## src/rtl/sram_arb_pkg.sv

```systemverilog
// sram_arb_pkg: shared widths, line/address types and grant encoding for the SRAM bank arbiter.
package sram_arb_pkg;
  localparam int DATA_WIDTH = 16;
  localparam int FETCH_WIDTH = 4;
  localparam int ADDR_WIDTH = 8;
  localparam int RESP_DEPTH = 2;
  localparam int LINE_WIDTH = DATA_WIDTH * FETCH_WIDTH;
  typedef logic [DATA_WIDTH-1:0] word_t;
  typedef word_t [FETCH_WIDTH-1:0] line_t;
  typedef logic [ADDR_WIDTH-1:0] addr_t;
  typedef enum logic [1:0] {GNT_NONE, GNT_WR, GNT_RD} grant_e;
endpackage

```

## src/rtl/sram_resp_fifo.sv

```systemverilog
// sram_resp_fifo: 2-entry read response line buffer with push, pop, synchronous flush and count.
module sram_resp_fifo
  import sram_arb_pkg::*;
(
  input  logic                  clk,
  input  logic                  rst_n,
  input  logic                  i_flush,
  input  logic                  i_push,
  input  logic                  i_pop,
  input  logic [LINE_WIDTH-1:0] i_data,
  output logic [LINE_WIDTH-1:0] o_data,
  output logic [1:0]            o_count
);
  logic [LINE_WIDTH-1:0] r_mem [2];
  logic                  r_wr_ptr, r_rd_ptr;
  logic [1:0]            r_count;
  logic                  w_push, w_pop;
  assign w_pop = i_pop & (r_count != 2'd0);
  assign w_push = i_push & ((r_count != 2'd2) | w_pop);
  always_ff @(posedge clk or negedge rst_n) begin
    if (!rst_n) begin
      r_count <= 2'd0;
      r_wr_ptr <= 1'b0;
      r_rd_ptr <= 1'b0;
    end else if (i_flush) begin
      r_count <= 2'd0;
      r_wr_ptr <= 1'b0;
      r_rd_ptr <= 1'b0;
    end else begin
      if (w_push) r_wr_ptr <= ~r_wr_ptr;
      if (w_pop) r_rd_ptr <= ~r_rd_ptr;
      r_count <= r_count + {1'b0, w_push} - {1'b0, w_pop};
    end
  end
  // Storage needs no reset: the head is masked to zero whenever the buffer is empty.
  always_ff @(posedge clk)
    if (w_push && !i_flush) r_mem[r_wr_ptr] <= i_data;
  assign o_data = (r_count != 2'd0) ? r_mem[r_rd_ptr] : '0;
  assign o_count = r_count;
  a_no_overflow: assert property (@(posedge clk) disable iff (!rst_n || i_flush)
    !(i_push && r_count == 2'd2 && !w_pop));
endmodule

```

## src/rtl/sram_bank_arbiter.sv

```systemverilog
// sram_bank_arbiter: round-robin write/read arbitration onto one single-port SRAM bank,
// with read data captured into a 2-entry back-pressured response buffer.
module sram_bank_arbiter
  import sram_arb_pkg::*;
(
  input  logic                  clk,
  input  logic                  rst_n,
  input  logic                  clk_en,
  input  logic                  flush,
  input  logic                  wr_valid,
  output logic                  wr_ready,
  input  logic [ADDR_WIDTH-1:0] wr_addr,
  input  logic [LINE_WIDTH-1:0] wr_data,
  input  logic                  rd_valid,
  output logic                  rd_ready,
  input  logic [ADDR_WIDTH-1:0] rd_addr,
  output logic                  rd_data_valid,
  input  logic                  rd_data_ready,
  output logic [LINE_WIDTH-1:0] rd_data,
  output logic [ADDR_WIDTH-1:0] mem_addr_in_bank,
  output logic                  mem_cen_in_bank,
  output logic                  mem_wen_in_bank,
  output logic [LINE_WIDTH-1:0] mem_data_in_bank,
  input  logic [LINE_WIDTH-1:0] mem_data_out_bank
);
  grant_e     w_gnt;
  logic       r_rr_last, r_rd_inflight;
  logic [1:0] w_count;
  logic       w_gate, w_pop, w_wr_elig, w_rd_elig;
  assign rd_data_valid = w_count != 2'd0;
  assign w_pop = rd_data_valid & rd_data_ready;
  // rst_n in the gate keeps every grant-derived output low during an asynchronous reset.
  assign w_gate = rst_n & clk_en & ~flush;
  assign w_wr_elig = w_gate & wr_valid;
  assign w_rd_elig = w_gate & rd_valid &
    (({1'b0, w_count} + {2'b0, r_rd_inflight}) < (3'd2 + {2'b0, w_pop}));
  always_comb
    w_gnt = (w_wr_elig && (!w_rd_elig || r_rr_last)) ? GNT_WR : w_rd_elig ? GNT_RD : GNT_NONE;
  assign wr_ready = w_gnt == GNT_WR;
  assign rd_ready = w_gnt == GNT_RD;
  assign mem_cen_in_bank = w_gnt != GNT_NONE;
  assign mem_wen_in_bank = wr_ready;
  assign mem_addr_in_bank = wr_ready ? wr_addr : rd_ready ? rd_addr : '0;
  assign mem_data_in_bank = wr_ready ? wr_data : '0;
  always_ff @(posedge clk or negedge rst_n) begin
    if (!rst_n) begin
      r_rr_last <= 1'b1;
      r_rd_inflight <= 1'b0;
    end else if (flush) begin
      r_rr_last <= 1'b1;
      r_rd_inflight <= 1'b0;
    end else begin
      if (w_gnt != GNT_NONE) r_rr_last <= rd_ready;
      r_rd_inflight <= rd_ready;
    end
  end
  // The capture push ignores clk_en so an outstanding bank read is never lost.
  sram_resp_fifo u_resp_fifo (
    .clk     (clk),
    .rst_n   (rst_n),
    .i_flush (flush),
    .i_push  (r_rd_inflight),
    .i_pop   (w_pop & clk_en),
    .i_data  (mem_data_out_bank),
    .o_data  (rd_data),
    .o_count (w_count)
  );
endmodule

```

## config.mk

```make
export PLATFORM = sky130hd
export DESIGN_NAME = sram_bank_arbiter
export DESIGN_NICKNAME = d
export VERILOG_FILES = /design/src/rtl/sram_arb_pkg.sv /design/src/rtl/sram_resp_fifo.sv /design/src/rtl/sram_bank_arbiter.sv
export SDC_FILE = /design/constraint.sdc
export NUM_CORES = 1
export LEC_CHECK = 0
export BUFFER_PORTS_ARGS = -buffer_cell sky130_fd_sc_hd__buf_2
export CAP_MARGIN = 20
export CORE_ASPECT_RATIO = 2
export CORE_MARGIN = 2
export CORE_UTILIZATION = 30
export DETAILED_ROUTE_END_ITERATION = 10
export PLACE_DENSITY_LB_ADDON = 0.15
export SLEW_MARGIN = 5
export SYNTH_ARGS = -nofsm -noshare
export SYNTH_HDL_FRONTEND = slang
export SYNTH_SLANG_ARGS = --single-unit
```

## constraint.sdc

```tcl
create_clock -name clk -period 7.88 [get_ports clk]
set_input_delay 0.788 -clock clk [delete_from_list [all_inputs] [get_ports clk]]
set_output_delay 0.788 -clock clk [all_outputs]
set_load 0.05 [all_outputs]
```

==> results of run 1 <==
[area by class of cell]
class	count	area, µm²
clock inverters	13	136
fillers	1844	10800
inverters	6	22.5
flip-flops and latches	134	4000
multi-input cells	232	1610
diodes	3	7.51
repair buffers	297	1500
well taps	255	319
clock buffers	17	425
[flip-flops by register name, summed over array words and instances (netlist names)]
register / flops
u_resp_fifo.r_rd_ptr: 1
u_resp_fifo.r_mem: 128
r_rr_last: 1
r_rd_inflight: 1
u_resp_fifo.r_wr_ptr: 1
u_resp_fifo.o_count: 2
[final timing paths]
path,cells after the start,startpoint,endpoint,slack (ns)
hold / removal,1,rst_n,r_rd_inflight,0.21
hold reg to reg,2,u_resp_fifo.r_wr_ptr,u_resp_fifo.r_wr_ptr,0.59
max in group asynchronous,1,rst_n,r_rr_last,7.44
setup reg to reg,5,u_resp_fifo.o_count[0],u_resp_fifo.r_mem[1][34],5.35
min in group clk,1,mem_data_out_bank[48],u_resp_fifo.r_mem[1][48],0.56
setup / recovery,6,u_resp_fifo.o_count[0],mem_addr_in_bank[6],4.09
[power groups by stage]
stage,Sequential [mW],Combinational [mW],Clock (mW)
after floorplan,0.802,0.121,0
after global placement,0.804,0.194,0
after detailed placement,0.804,0.196,0
after CTS,0.789,0.196,0.773
after global routing,0.790,0.206,0.795
final,0.789,0.193,0.749
[cells in the final DEF (no fill, tap or decap), types with 2 or more instances in the layout]
cell type	n
clkbuf_16	17
edfxtp_1	128
xnor2_1	2
inv_1	6
dfrtp_1	4
buf_4	6
buf_2	291
a22o_1	8
clkinv_2	4
and2_1	64
nor2_1	71
clkinvlp_4	4
bufinv_16	2
nand2_1	2
clkinv_4	3
ha_1	4
mux2i_1	64
diode_2	3
xor2_1	2
[worst max-delay path: cells and delay by family (launching register included)]
| kind | cells | cell delay (ns) |
|---|---|---|
| fa+ha+maj | 2 | 0.47 |
| flops | 1 | 0.42 |
| compound gates | 3 | 1.41 |
| buf+inv | 1 | 0.27 |
[through the flow]
stage | power (mW) | worst slack, ns | util [%] | std cells
2_1_floorplan | 0.922 | 1.50 | - | 396
3_3_place_gp | 0.998 | 4.46 | 39.5 | 923
3_5_place_dp | 1.00 | 4.39 | 39.5 | 923
4_1_cts | 1.76 | 4.00 | 42.5 | 953
5_1_grt | 1.79 | 3.87 | 42.6 | 957
6_report | 1.73 | 4.09 | 42.6 | 957
[routing by layer]
metal / vias to the layer above / part of all wire, % / global-route usage [%]
li1: 2001 / - / -
met1: 1961 / 34 / 14.6
met2: 228 / 54 / 30.0
met3: 33 / 7.3 / 4.53
met4: 4 / 4.4 / 9.63
met5: - / 0.16 / 0
[cell families after synthesis]
group	share of synthesized area [%]
buffers and inverters	2.98
adders and majority gates	0.869
DFF	69.4
AOI/OAI and AO/OA	2.54
and+or+nand+nor	12.5
muxes	11.1
xor gates and xnor gates	0.608
==> metrics, run 1 <==
register area share after synthesis 69.4%; async set-reset flop share out of synthesis 4.48%; Area contributors post-synth edfxtp_1 (67%), mux2i_1 (11%), and2_1 (7.0%), nor2_1 (4.7%), dfrtp_1 (2.2%); cell taking the most area after synthesis edfxtp_1; Post-CTS Hold Buffers 0; FMAX 264 MHz; CP arrival 3.00 ns; clk buf depth 2; Cell Pwr Density 216 mW/mm²; grt ovf 0; average wire per standard cell 17.4 µm; Post-CTS Setup Bufs 0; slowest cell delay on critical path 0.87 ns; Synth Cell Area 0.00576 mm²; vias per cell 4.42; final non-filler cell area 0.00802 mm²; Post-synth EDFFs 128; post-CTS sizing 0; CTS HTree Levels 4; commonest cells in the netlist edfxtp_1 (128), nor2_1 (72), and2_1 (64), mux2i_1 (64), clkbuf_1 (9); Slew Viols, Final 0; detailed-route DRC error count 0; Synth Register Bits 134; Min Hold Slack 0.206 ns; Relative slew margins 35.9%; post-synth net total 551; largest net degree at the start of global routing 76; final wirelength 16.7 mm; gr usage total 15.9%; worst min-delay path class primary input to asynchronous set/reset pin; Logic pwr share 11.2%; slowest CP cell o311a_2; Final setup viols 0; initial core utilization 30.6%; Final ANT Viol Nets 0; initial drt markers 111; Final Hold Viols 0; vias in the first global route 4333; layout cell share with drive strength beyond 1 48.1%; sequential power share 45.6%; CTS buffer count 17; Worst setup EP type output pin; Max-Cap Viols 0; initial antenna violation count 5; Top Ports 292; DIE WIDTH 102 µm; dpl cell area 0.00745 mm²; CP Data Required Time 7.09 ns; leakage power 3.46 nW; Mean Syn Cell Area 14.5 µm²; internal power 1.30 mW; worst slew pin tran 0.961 ns; fin crit period 3.79 ns; startpoint types flip-flop; unrepaired setup endpoints after global routing no; status finished, final reports clean; Net Sw Frac 24.8%; Gate Count Post-Synth 396; clock network latency to the later pin of the worst-skew pair 0.41 ns; yosys warns 0; Synth Flop Type edfxtp_1; Worst Clk Skew 0.00790 ns; first-pass GRT wire length 23.0 mm; CTS root buffer clkbuf_16; Layout area overhead 39.3%; die area 0.0204 mm²; CTS tree yes; Final Net Count 843; most common cell in the netlist edfxtp_1; row count 71; I/O Buffers 291; clk sinks 134; crit share post-route 48.0%; Setup TNS Final 0 ns; Core Footprint 0.0188 mm²; Yosys cell types 31; switching pwr 429 µW; CP Cell Sequence ha_1, ha_1, o31a_1, o311a_2, a22o_1, buf_2; Worst Path Class, Setup flip-flop to output pin; most frequent CP cell ha_1; Clk pin slew, worst setup/hold paths 0.05 ns; vias post-DR 4227; clock power share 43.2%; CP max FO 75; detailed placer's ending HPWL 12.2 mm; Initial DRT Pass Iterations 4; post-synth top area share 66.7%; die height 200 µm; Peak VDD IR 0.139 mV; RePlAce Congestion 0.738
No activity file was read; power rests on OpenSTA's default activity.
==> run 2, diff against run 1 <==
==> constraint.sdc (replaced) <==
create_clock -name clk -period 3.9 [get_ports clk]
set_input_delay 0.39 -clock clk [delete_from_list [all_inputs] [get_ports clk]]
set_output_delay 0.39 -clock clk [all_outputs]
set_load 0.05 [all_outputs]
==> run 2 against run 1 <==
Effect of this change: largest cell class unchanged; via count rose by 1.1%; power grew 110%; first-iteration DRC count rose by 50%; global-route usage grew 0.56 points; critical endpoint is now mem_data_in_bank[17]; critical path depth is the same; combinational power is 100% higher.
==> metrics, run 2 (synthesized netlist as in run 1, its figures left out) <==
CTS root buffer clkbuf_16; final wirelength 17.2 mm (+3.3%); clock network latency to the later pin of the worst-skew pair 0.41 ns (about the same); grt ovf 0 (unchanged); Worst Path Class, Setup flip-flop to output pin; RePlAce Congestion 0.714 (-3.1%); Final ANT Viol Nets 0 (unchanged); Pwr Total 3.65 mW (+110%); final non-filler cell area 0.00811 mm² (+1.1%); startpoint types flip-flop; leakage power 3.49 nW (+0.96%); die height 200 µm (unchanged); gr usage total 16.5% (+0.56 points); Final Net Count 845 (+0.24%); Worst Clk Skew 0.00645 ns (-0.00145 ns); fin crit period 3.38 ns; hold endpoint u_resp_fifo.r_mem[0][62]; clk buf depth 2 (unchanged); unrepaired setup endpoints after global routing no; Slew Viols, Final 0 (unchanged); commonest non-fill, non-tap cell in the layout buf_2; hold depth 1; detailed placer's ending HPWL 12.7 mm (+3.6%); CTS buffer count 17 (unchanged); most used cells in the layout excluding fill and tap cells buf_2 (291), edfxtp_1 (128), nor2_1 (71), mux2i_1 (64), and2_1 (64); largest net degree at the start of global routing 76 (unchanged); pre-CTS WS 0.914 ns (-3.47 ns); initial core utilization 30.6% (unchanged); Hold Path Origin mem_data_out_bank[62]; CP max FO 75 (unchanged); post-CTS sizing 0 (unchanged); Min Hold Slack 0.164 ns (-0.0421 ns); layout cell share with drive strength beyond 1 47.5% (-0.56 points); CTS HTree Levels 4 (unchanged); FMAX 296 MHz; initial drt markers 167 (+50%); Max-Cap Viols 0 (unchanged); vias in the first global route 4336 (+0.069%); vias post-DR 4274 (+1.1%); R2R Setup Slk 1.64 ns (-3.71 ns); reg2reg start u_resp_fifo.o_count[1]; Core Footprint 0.0188 mm² (unchanged); setup ws final 0.525 ns (-3.57 ns); initial antenna violation count 7 (+2); vias per cell 4.44 (+0.48%); Post-CTS Hold Buffers 1 (+1); Top reg by flops u_resp_fifo.r_mem; worst r2r dst u_resp_fifo.o_count[1]; Setup TNS Final 0 ns (unchanged); die area 0.0204 mm² (unchanged); Worst setup EP type output pin; CP Data Required Time 3.51 ns (-3.58 ns); Largest register FFs 128 (unchanged); Post-CTS Setup Bufs 0 (unchanged); row count 71 (unchanged); average wire per standard cell 17.9 µm (+2.7%); Final Hold Viols 0 (unchanged); I/O Buffers 291 (unchanged); CP arrival 2.99 ns (about the same); crit share post-route 86.5%; Cell Pwr Density 450 mW/mm² (+110%); detailed-route DRC error count 0 (unchanged); CTS tree yes; dpl cell area 0.00747 mm² (+0.37%); Reg2Reg Depth 8 (+3); Initial DRT Pass Iterations 4 (unchanged); worst slew pin tran 0.975 ns (+0.0136 ns); Final setup viols 0 (unchanged); Top Ports 292 (unchanged); first-pass GRT wire length 23.6 mm (+2.8%); clk sinks 134 (unchanged); Peak VDD IR 0.414 mV (+200%); Clk pin slew, worst setup/hold paths 0.06 ns (about the same); status finished, final reports clean; DIE WIDTH 102 µm (unchanged); Layout area overhead 40.8%; worst min-delay path class primary input to flip-flop; Relative slew margins 35.0% (-0.91 points); Worst setup startpoint u_resp_fifo.o_count[0]
## run 2: worst max path at each step
stage	end	cells past startpoint
floorplan	u_resp_fifo.r_mem[1][0]	3
global placement	mem_data_in_bank[17]	6
detailed placement	mem_data_in_bank[17]	6
CTS	mem_data_in_bank[17]	6
global route	mem_data_in_bank[17]	6
finish	mem_data_in_bank[17]	6
## run 2: where the power goes
group          switching, mW  internal [mW]
logic                  0.276          0.118
clock network          0.596           1.06
registers            0.00975           1.59
total                  0.882           2.77
## run 2: area by class of cell
class	count	area, µm²
fill	1846	10700
sequential	134	4000
multi-input combinational	232	1620
timing repair buffer	299	1520
clock buffer	18	429
tap	255	319
clock inverter	14	183
inverter	6	22.5
antenna	5	12.5
## run 2: layer usage
metal	GRT usage, %	vias up	wire length, µm
met1	17.1	2001	6190
met4	6.91	2	403
met2	30.4	241	9090
met5	0	-	13
li1	-	2009	-
met3	4.67	21	1540
## run 2: worst max-delay path, cell delays in order (launching register included)
cell and delay [ns]:
dfrtp_1 0.42, ha_1 0.20, ha_1 0.27, o31a_1 0.26, o311a_2 0.88, and2_1 0.25
buf_2 0.27
## run 2: through the flow
stage	util, %	cells
floorplan	-	396
global placement	39.7	925
detailed placement	39.7	925
CTS	43.0	958
global route	43.0	959
finish	43.1	963
